File: src/rtl/isp_stat_engine.sv
// isp_stat_engine: streaming image statistics engine.
// Takes one IMG_DIM x IMG_DIM RGB frame in raster order over a valid/ready
// handshake. It then returns one of two results:
//   - an auto-exposure brightness byte: the mean gray level after a per-channel
//     exposure ratio is applied;
//   - an auto-focus window index: the concentric centre window with the
//     largest mean neighbour contrast.
// Ports:
//   clk, rst             clock, synchronous active-high reset
//   start                request pulse (honoured only while idle)
//   cfg_mode, cfg_ratio  0 = focus / 1 = exposure; exposure ratio code
//   pix_valid/pix_ready  pixel beat handshake
//   pix_r/g/b            pixel channels
//   busy                 engine is not idle
//   out_valid, out_data  one-cycle result strobe; data is 0 when not valid
module isp_stat_engine #(
  parameter int DW      = 8,
  parameter int IMG_DIM = 32,
  parameter int NUM_WIN = 3
) (
  input  logic          clk,
  input  logic          rst,
  input  logic          start,
  input  logic          cfg_mode,
  input  logic [2:0]    cfg_ratio,
  input  logic          pix_valid,
  output logic          pix_ready,
  input  logic [DW-1:0] pix_r,
  input  logic [DW-1:0] pix_g,
  input  logic [DW-1:0] pix_b,
  output logic          busy,
  output logic          out_valid,
  output logic [DW-1:0] out_data
);

  localparam int LG  = $clog2(IMG_DIM);
  localparam int PCW = 2 * LG;
  localparam int G   = 2 * NUM_WIN;
  localparam int GC  = G * G;
  localparam int GIW = $clog2(GC);
  localparam int CW  = $clog2(G);
  localparam int AW  = DW + PCW;
  localparam int SW  = DW + $clog2(2 * GC);
  localparam int PW  = SW + $clog2(GC + 1);
  localparam int WIW = (NUM_WIN > 1) ? $clog2(NUM_WIN) : 1;
  localparam int LO  = IMG_DIM / 2 - NUM_WIN;

  typedef enum logic [2:0] {S_IDLE, S_RECV, S_CALC, S_CMP, S_OUT} state_t;

  // Per-channel exposure scaling; left shifts saturate instead of wrapping.
  function automatic logic [DW-1:0] scale_ch(input logic [DW-1:0] ch, input logic [2:0] code);
    case (code)
      3'd0:    scale_ch = {2'b00, ch[DW-1:2]};
      3'd1:    scale_ch = {1'b0, ch[DW-1:1]};
      3'd3:    scale_ch = ch[DW-1] ? {DW{1'b1}} : {ch[DW-2:0], 1'b0};
      3'd4:    scale_ch = (|ch[DW-1:DW-2]) ? {DW{1'b1}} : {ch[DW-3:0], 2'b00};
      default: scale_ch = ch;
    endcase
  endfunction

  // Luma approximation: r/4 + g/2 + b/4. Each term is truncated on its own,
  // so the sum always fits in DW bits.
  function automatic logic [DW-1:0] gray(input logic [DW-1:0] r, input logic [DW-1:0] g,
                                         input logic [DW-1:0] b);
    logic [DW:0] s;
    s = {3'b000, r[DW-1:2]} + {2'b00, g[DW-1:1]} + {3'b000, b[DW-1:2]};
    gray = s[DW-1:0];
  endfunction

  function automatic logic [DW-1:0] abs_diff(input logic [DW-1:0] a, input logic [DW-1:0] b);
    abs_diff = (a >= b) ? (a - b) : (b - a);
  endfunction

  // Window k spans grid indices NUM_WIN-1-k .. NUM_WIN+k.
  function automatic logic in_win(input int idx, input int k);
    in_win = (idx >= NUM_WIN - 1 - k) && (idx <= NUM_WIN + k);
  endfunction

  // Pixel count of window k; this is the divisor of its average.
  function automatic logic [PW-1:0] win_area(input int k);
    win_area = PW'((2 * k + 2) * (2 * k + 2));
  endfunction

  state_t          state_q, state_d;
  logic            mode_q;
  logic [2:0]      ratio_q;
  logic [PCW-1:0]  pix_cnt_q;
  logic [AW-1:0]   acc_q;
  logic [DW-1:0]   grid_q [GC];
  logic [SW-1:0]   sum_q  [NUM_WIN];
  logic [SW-1:0]   sum_d  [NUM_WIN];
  logic [CW-1:0]   row_q, col_q;
  logic [WIW-1:0]  best_q, best_s;

  logic            beat_s, last_beat_s, in_grid_s;
  logic [LG-1:0]   pix_row_s, pix_col_s;
  logic [GIW-1:0]  cap_idx_s, cell_s, right_s, down_s;
  logic [DW-1:0]   gray_raw_s, gray_exp_s, h_diff_s, v_diff_s;

  assign pix_ready = (state_q == S_RECV);
  assign busy      = (state_q != S_IDLE);
  assign out_valid = (state_q == S_OUT);
  assign out_data  = out_valid ? (mode_q ? acc_q[AW-1:PCW] : DW'(best_q)) : '0;

  assign beat_s      = pix_valid && (state_q == S_RECV);
  assign last_beat_s = beat_s && (pix_cnt_q == PCW'(IMG_DIM * IMG_DIM - 1));

  // Capture addressing: the centre G x G pixels map into the focus grid.
  // The bounds check is one bit wider so that IMG_DIM == G cannot wrap.
  assign pix_row_s  = pix_cnt_q[PCW-1:LG];
  assign pix_col_s  = pix_cnt_q[LG-1:0];
  assign in_grid_s  = ({1'b0, pix_row_s} >= (LG+1)'(LO)) && ({1'b0, pix_row_s} < (LG+1)'(LO + G)) &&
                      ({1'b0, pix_col_s} >= (LG+1)'(LO)) && ({1'b0, pix_col_s} < (LG+1)'(LO + G));
  assign cap_idx_s  = GIW'(pix_row_s - LG'(LO)) * GIW'(G) + GIW'(pix_col_s - LG'(LO));
  assign gray_raw_s = gray(pix_r, pix_g, pix_b);
  assign gray_exp_s = gray(scale_ch(pix_r, ratio_q), scale_ch(pix_g, ratio_q), scale_ch(pix_b, ratio_q));

  // Neighbour addresses for the cell in the CALC scan. At an edge the
  // address folds onto the cell itself; window membership already excludes
  // those pairs.
  assign cell_s   = GIW'(row_q) * GIW'(G) + GIW'(col_q);
  assign right_s  = (col_q == CW'(G - 1)) ? cell_s : cell_s + GIW'(1);
  assign down_s   = (row_q == CW'(G - 1)) ? cell_s : cell_s + GIW'(G);
  assign h_diff_s = abs_diff(grid_q[cell_s], grid_q[right_s]);
  assign v_diff_s = abs_diff(grid_q[cell_s], grid_q[down_s]);

  // Window sums: add each contrast to every window that contains both cells.
  always_comb begin
    for (int k = 0; k < NUM_WIN; k++) begin
      sum_d[k] = sum_q[k]
        + ((in_win(int'(row_q), k) && in_win(int'(col_q), k) && in_win(int'(col_q) + 1, k))
           ? SW'(h_diff_s) : SW'(0))
        + ((in_win(int'(col_q), k) && in_win(int'(row_q), k) && in_win(int'(row_q) + 1, k))
           ? SW'(v_diff_s) : SW'(0));
    end
  end

  // Exact argmax of S_k / area_k using cross-multiplication. A strict
  // greater-than keeps the smaller index when two averages tie.
  always_comb begin
    best_s = '0;
    for (int k = 1; k < NUM_WIN; k++) begin
      best_s = ((PW'(sum_q[k]) * win_area(int'(best_s))) > (PW'(sum_q[best_s]) * win_area(k)))
               ? WIW'(k) : best_s;
    end
  end

  // Next-state logic.
  always_comb begin
    state_d = state_q;
    case (state_q)
      S_IDLE: if (start) state_d = S_RECV; else state_d = S_IDLE;
      S_RECV: if (last_beat_s) state_d = mode_q ? S_OUT : S_CALC; else state_d = S_RECV;
      S_CALC: if ((row_q == CW'(G - 1)) && (col_q == CW'(G - 1))) state_d = S_CMP;
              else state_d = S_CALC;
      S_CMP:  state_d = S_OUT;
      S_OUT:  state_d = S_IDLE;
      default: state_d = S_IDLE;
    endcase
  end

  // State, request configuration, accumulators and scan counters.
  always_ff @(posedge clk) begin
    if (rst) begin
      state_q   <= S_IDLE;
      mode_q    <= 1'b0;
      ratio_q   <= 3'd0;
      pix_cnt_q <= '0;
      acc_q     <= '0;
      row_q     <= '0;
      col_q     <= '0;
      best_q    <= '0;
      for (int k = 0; k < NUM_WIN; k++) sum_q[k] <= '0;
      for (int i = 0; i < GC; i++) grid_q[i] <= '0;
    end else begin
      state_q <= state_d;
      case (state_q)
        S_IDLE: if (start) begin
          mode_q    <= cfg_mode;
          ratio_q   <= cfg_ratio;
          pix_cnt_q <= '0;
          acc_q     <= '0;
          row_q     <= '0;
          col_q     <= '0;
          for (int k = 0; k < NUM_WIN; k++) sum_q[k] <= '0;
        end
        S_RECV: if (beat_s) begin
          pix_cnt_q <= pix_cnt_q + PCW'(1);
          if (mode_q) acc_q <= acc_q + AW'(gray_exp_s);
          if (in_grid_s) grid_q[cap_idx_s] <= gray_raw_s;
        end
        S_CALC: begin
          sum_q <= sum_d;
          if (col_q == CW'(G - 1)) begin
            col_q <= '0;
            row_q <= row_q + CW'(1);
          end else begin
            col_q <= col_q + CW'(1);
          end
        end
        S_CMP:   best_q <= best_s;
        default: ;
      endcase
    end
  end

endmodule

File: config.mk
export PLATFORM = sky130hd
export DESIGN_NAME = isp_stat_engine
export DESIGN_NICKNAME = d
export VERILOG_FILES = /design/src/rtl/isp_stat_engine.sv
export SDC_FILE = /design/constraint.sdc
export NUM_CORES = 2
export LEC_CHECK = 0
export CAP_MARGIN = 10
export CORE_MARGIN = 2
export CORE_UTILIZATION = 55
export CTS_BUF_LIST = sky130_fd_sc_hd__clkbuf_8
export CTS_CLUSTER_DIAMETER = 80
export DETAILED_ROUTE_END_ITERATION = 10
export MAX_ROUTING_LAYER = met4
export PLACE_DENSITY = 0.77
export SYNTH_ARGS = -nofsm -noshare
export SYNTH_HDL_FRONTEND = slang
export SYNTH_SLANG_ARGS = --single-unit
File: constraint.sdc
create_clock -name clk -period 10.5 [get_ports clk]
set_input_delay 1.575 -clock clk [delete_from_list [all_inputs] [get_ports clk]]
set_output_delay 1.575 -clock clk [all_outputs]
set_load 0.005 [all_outputs]
==> flow_summary.toml <==
[logic_synthesis]
syn_inst = 3572
syn_area_per_cell_um2 = 11.8
ys_types = 91
synth_ff_type = "edfxtp_1"
ys_warn_count = 0
synthArstFlopShare_pct = 0
ys_top_cells_by_area = "edfxtp_1 (37%), mux4_2 (19%), ha_1 (5.6%)"
synth_top_area_share_pct = 36.5
synth_area_um2 = 42100
synth_common_cells = "nor2_1 (540), edfxtp_1 (512), mux4_2 (362)"
synth-seq-area-share_pct = 40.7
synth_edf_count = 512
yosysTopAreaCell = "edfxtp_1"
synth-seq-cells = 600
synth.most_common_cell = "nor2_1"

[routing]
ant_nets = 0
viasPerCell = 6.99
via_count = 32319
wl_per_cell_um = 27.3
first_pass_iters = 7
drc = 0
dr.first_iter.drc_count = 4995
drt-total-wl_um = 126000

[global_route]
antenna_found_initial = 3
grt_first_pass_wirelength_um = 191000
grt_overflow_total = 0
grt_pass1_vias = 31070
grt_start_max_net_pins = 129
grt.total_usage_pct = 33.3

[critical_path]
endpoint_kind = "flip-flop"
crit_fanout = 28
r2r-start = "row_q[0]$_SDFFE_PP0P_"
slowest_delay_ns = 0.86
worstPathArrival_ns = 10.25
ff2ff_path_depth = 32
crit_path_top_delay_cell = "fa_2"
cp.buffers_inverters = 6
reg2reg_slack_ns = 0.87
crit_path_start_kind = "flip-flop"
crit_path_frequent_cell = "inv_1"
critical_path_required_ns = 11.13
crit_type = "flip-flop to flip-flop"
r2r_end = "sum_q[43]$_SDFFE_PP0P_"
cpLargestDelayFamily = "adder cells"

[run]
cap_violations = 0

[pwr]
leakagePower_nw = 16.3
power.density_nw_per_um2 = 128
ir_drop_mv = 0.125

[floorplanning]
die_x_um = 281
top_level_ports = 43
die_area_um2 = 78800
die_h_um = 281
start_util_pct = 55.6
rows = 101
core_um2 = 75800

[min_path]
min_from = "acc_q[3]$_SDFFE_PP0P_"
worstHoldEndpoint = "acc_q[3]$_SDFFE_PP0P_"
min_path_type = "flip-flop to flip-flop"
whs_path_depth = 2

[final_layout]
multi_input_area_um2 = 23800
layout-drive-gt1-share_pct = 20.9
nets = 3843
nFillCells = 5844
final_core_util_pct = 60.0
final_cells = 4626
regArea_um2 = 17100
area_growth_pct = 8.07

[cts]
clk_latency_ns = 0.79
cts_made_buffers = 96
clock_sinks = 600
htree_levels = 3
max-clock-path-buffers = 3
post_cts_resized = 0
cts-hold-fix-buffers = 0
clk_pin_slew_worst_paths_ns = 0.06
root_buffer = "clkbuf_8"
cts_setup_buffers = 0
cts_tree = "yes"

[timing]
grt_setup_unrepaired = "no"
fin_ws_ns = 0.875
fin_crit_ns = 9.63
setup_viol = 0
min_period_over_period_pct = 91.7
worst_slew_pin_slew_ns = 1.29
slew_violations = 0
finalHoldViolCount = 0
fin_skew_ns = 0.0634
fin_tns_setup_ns = 0
max_freq_mhz = 104
slew_headroom_pct = 13.6

[placement]
dp_cells = 4443
place.gp.congestion = 1.02
portBuffers = 42
pre_cts_slack_ns = 1.20
hpwl_um = 88600

[outcome]
status = "completed"
[layer usage]
layer	up-vias	global-route usage (%)	wire length, um
met5	-	-	0
met4	0	18.8	8360
met3	511	9.81	17800
met2	2547	47.5	55200
met1	15621	42.6	45100
li1	13640	-	-
[per-stage QoR]
| stage | hold slack, ns | total power, W | cell area, um2 |
|---|---|---|---|
| CTS | 0.466 | 0.00578 | 45500 |
| floorplan | 0.432 | 0.00347 | 42200 |
| detailed placement | 0.459 | 0.00381 | 43600 |
| global placement | 0.440 | 0.00378 | 43600 |
| finish | 0.463 | 0.00582 | 45500 |
| global route | 0.489 | 0.00600 | 45500 |
[placed cells by master (no fill, tap or decap), types with 18 or more instances in the layout]
cell / count
nor2_1: 540
edfxtp_1: 512
mux4_2: 362
nand2_1: 260
ha_1: 188
inv_1: 142
a21oi_1: 142
mux2_2: 140
clkbuf_8: 99
o21ai_0: 98
dfxtp_1: 87
nand3_1: 77
o22ai_1: 60
buf_4: 56
fa_1: 55
nand2b_1: 53
xnor2_1: 50
a22oi_1: 47
mux2i_1: 44
a31oi_1: 43
nor3_1: 41
clkdlybuf4s50_1: 41
a21o_1: 39
a211oi_1: 35
and2_1: 34
clkinv_1: 33
xor2_1: 27
nor2b_1: 21
o211ai_1: 21
and3_1: 20
clkinv_2: 18
[how the worst max path moves through the flow]
stage	slack [ns]	startpoint	cells after the start	endpoint
3_5_place_dp	1.20	row_q[0]$_SDFFE_PP0P_	33	sum_q[10]$_SDFFE_PP0P_
6_report	0.87	row_q[0]$_SDFFE_PP0P_	32	sum_q[43]$_SDFFE_PP0P_
5_1_grt	0.43	row_q[0]$_SDFFE_PP0P_	33	sum_q[10]$_SDFFE_PP0P_
4_1_cts	1.15	row_q[0]$_SDFFE_PP0P_	33	sum_q[10]$_SDFFE_PP0P_
2_1_floorplan	2.52	row_q[0]$_SDFFE_PP0P_	32	sum_q[13]$_SDFFE_PP0P_
3_3_place_gp	1.35	row_q[0]$_SDFFE_PP0P_	33	sum_q[10]$_SDFFE_PP0P_
[final cells by class]
class / count / area share (%)
Multi-Input combinational cell: 2634 / 52.2
Sequential cell: 600 / 37.7
Clock buffer: 99 / 2.99
Tap cell: 978 / 2.69
Timing Repair Buffer: 107 / 2.23
Clock inverter: 79 / 1.14
Inverter: 126 / 1.04
Antenna cell: 3 / 0.0165
[registers in the layout (all words and copies together) (netlist names)]
register   flops
grid_q       512
state_q        3
best_q         2
sum_q         45
ratio_q        3
col_q          3
row_q          3
pix_cnt_q     10
acc_q         18
mode_q         1
[cells by family (layout without fill, tap and decap cells)]
kind of cell,count (synthesis),count (layout),share of synthesized area [%]
other cells,1,16,0.00890
compound gates,593,593,9.15
mux,551,551,24.4
buf+inv,350,411,3.46
xor+xnor,96,96,2.10
simple gates,1135,1135,11.9
flops,600,600,40.7
fa+ha+maj,246,246,8.31
[tightest hold or removal path, stage by stage, from the launching register on]
cell	delay (ns)
dfxtp_1	0.31
nand2_1	0.06
a21oi_1	0.05
[power breakdown]
group          internal (W)  switching [W]
registers           0.00273      0.0000570
clock network       0.00101        0.00101
logic              0.000336       0.000670
Power figures use the tool's default switching activity.
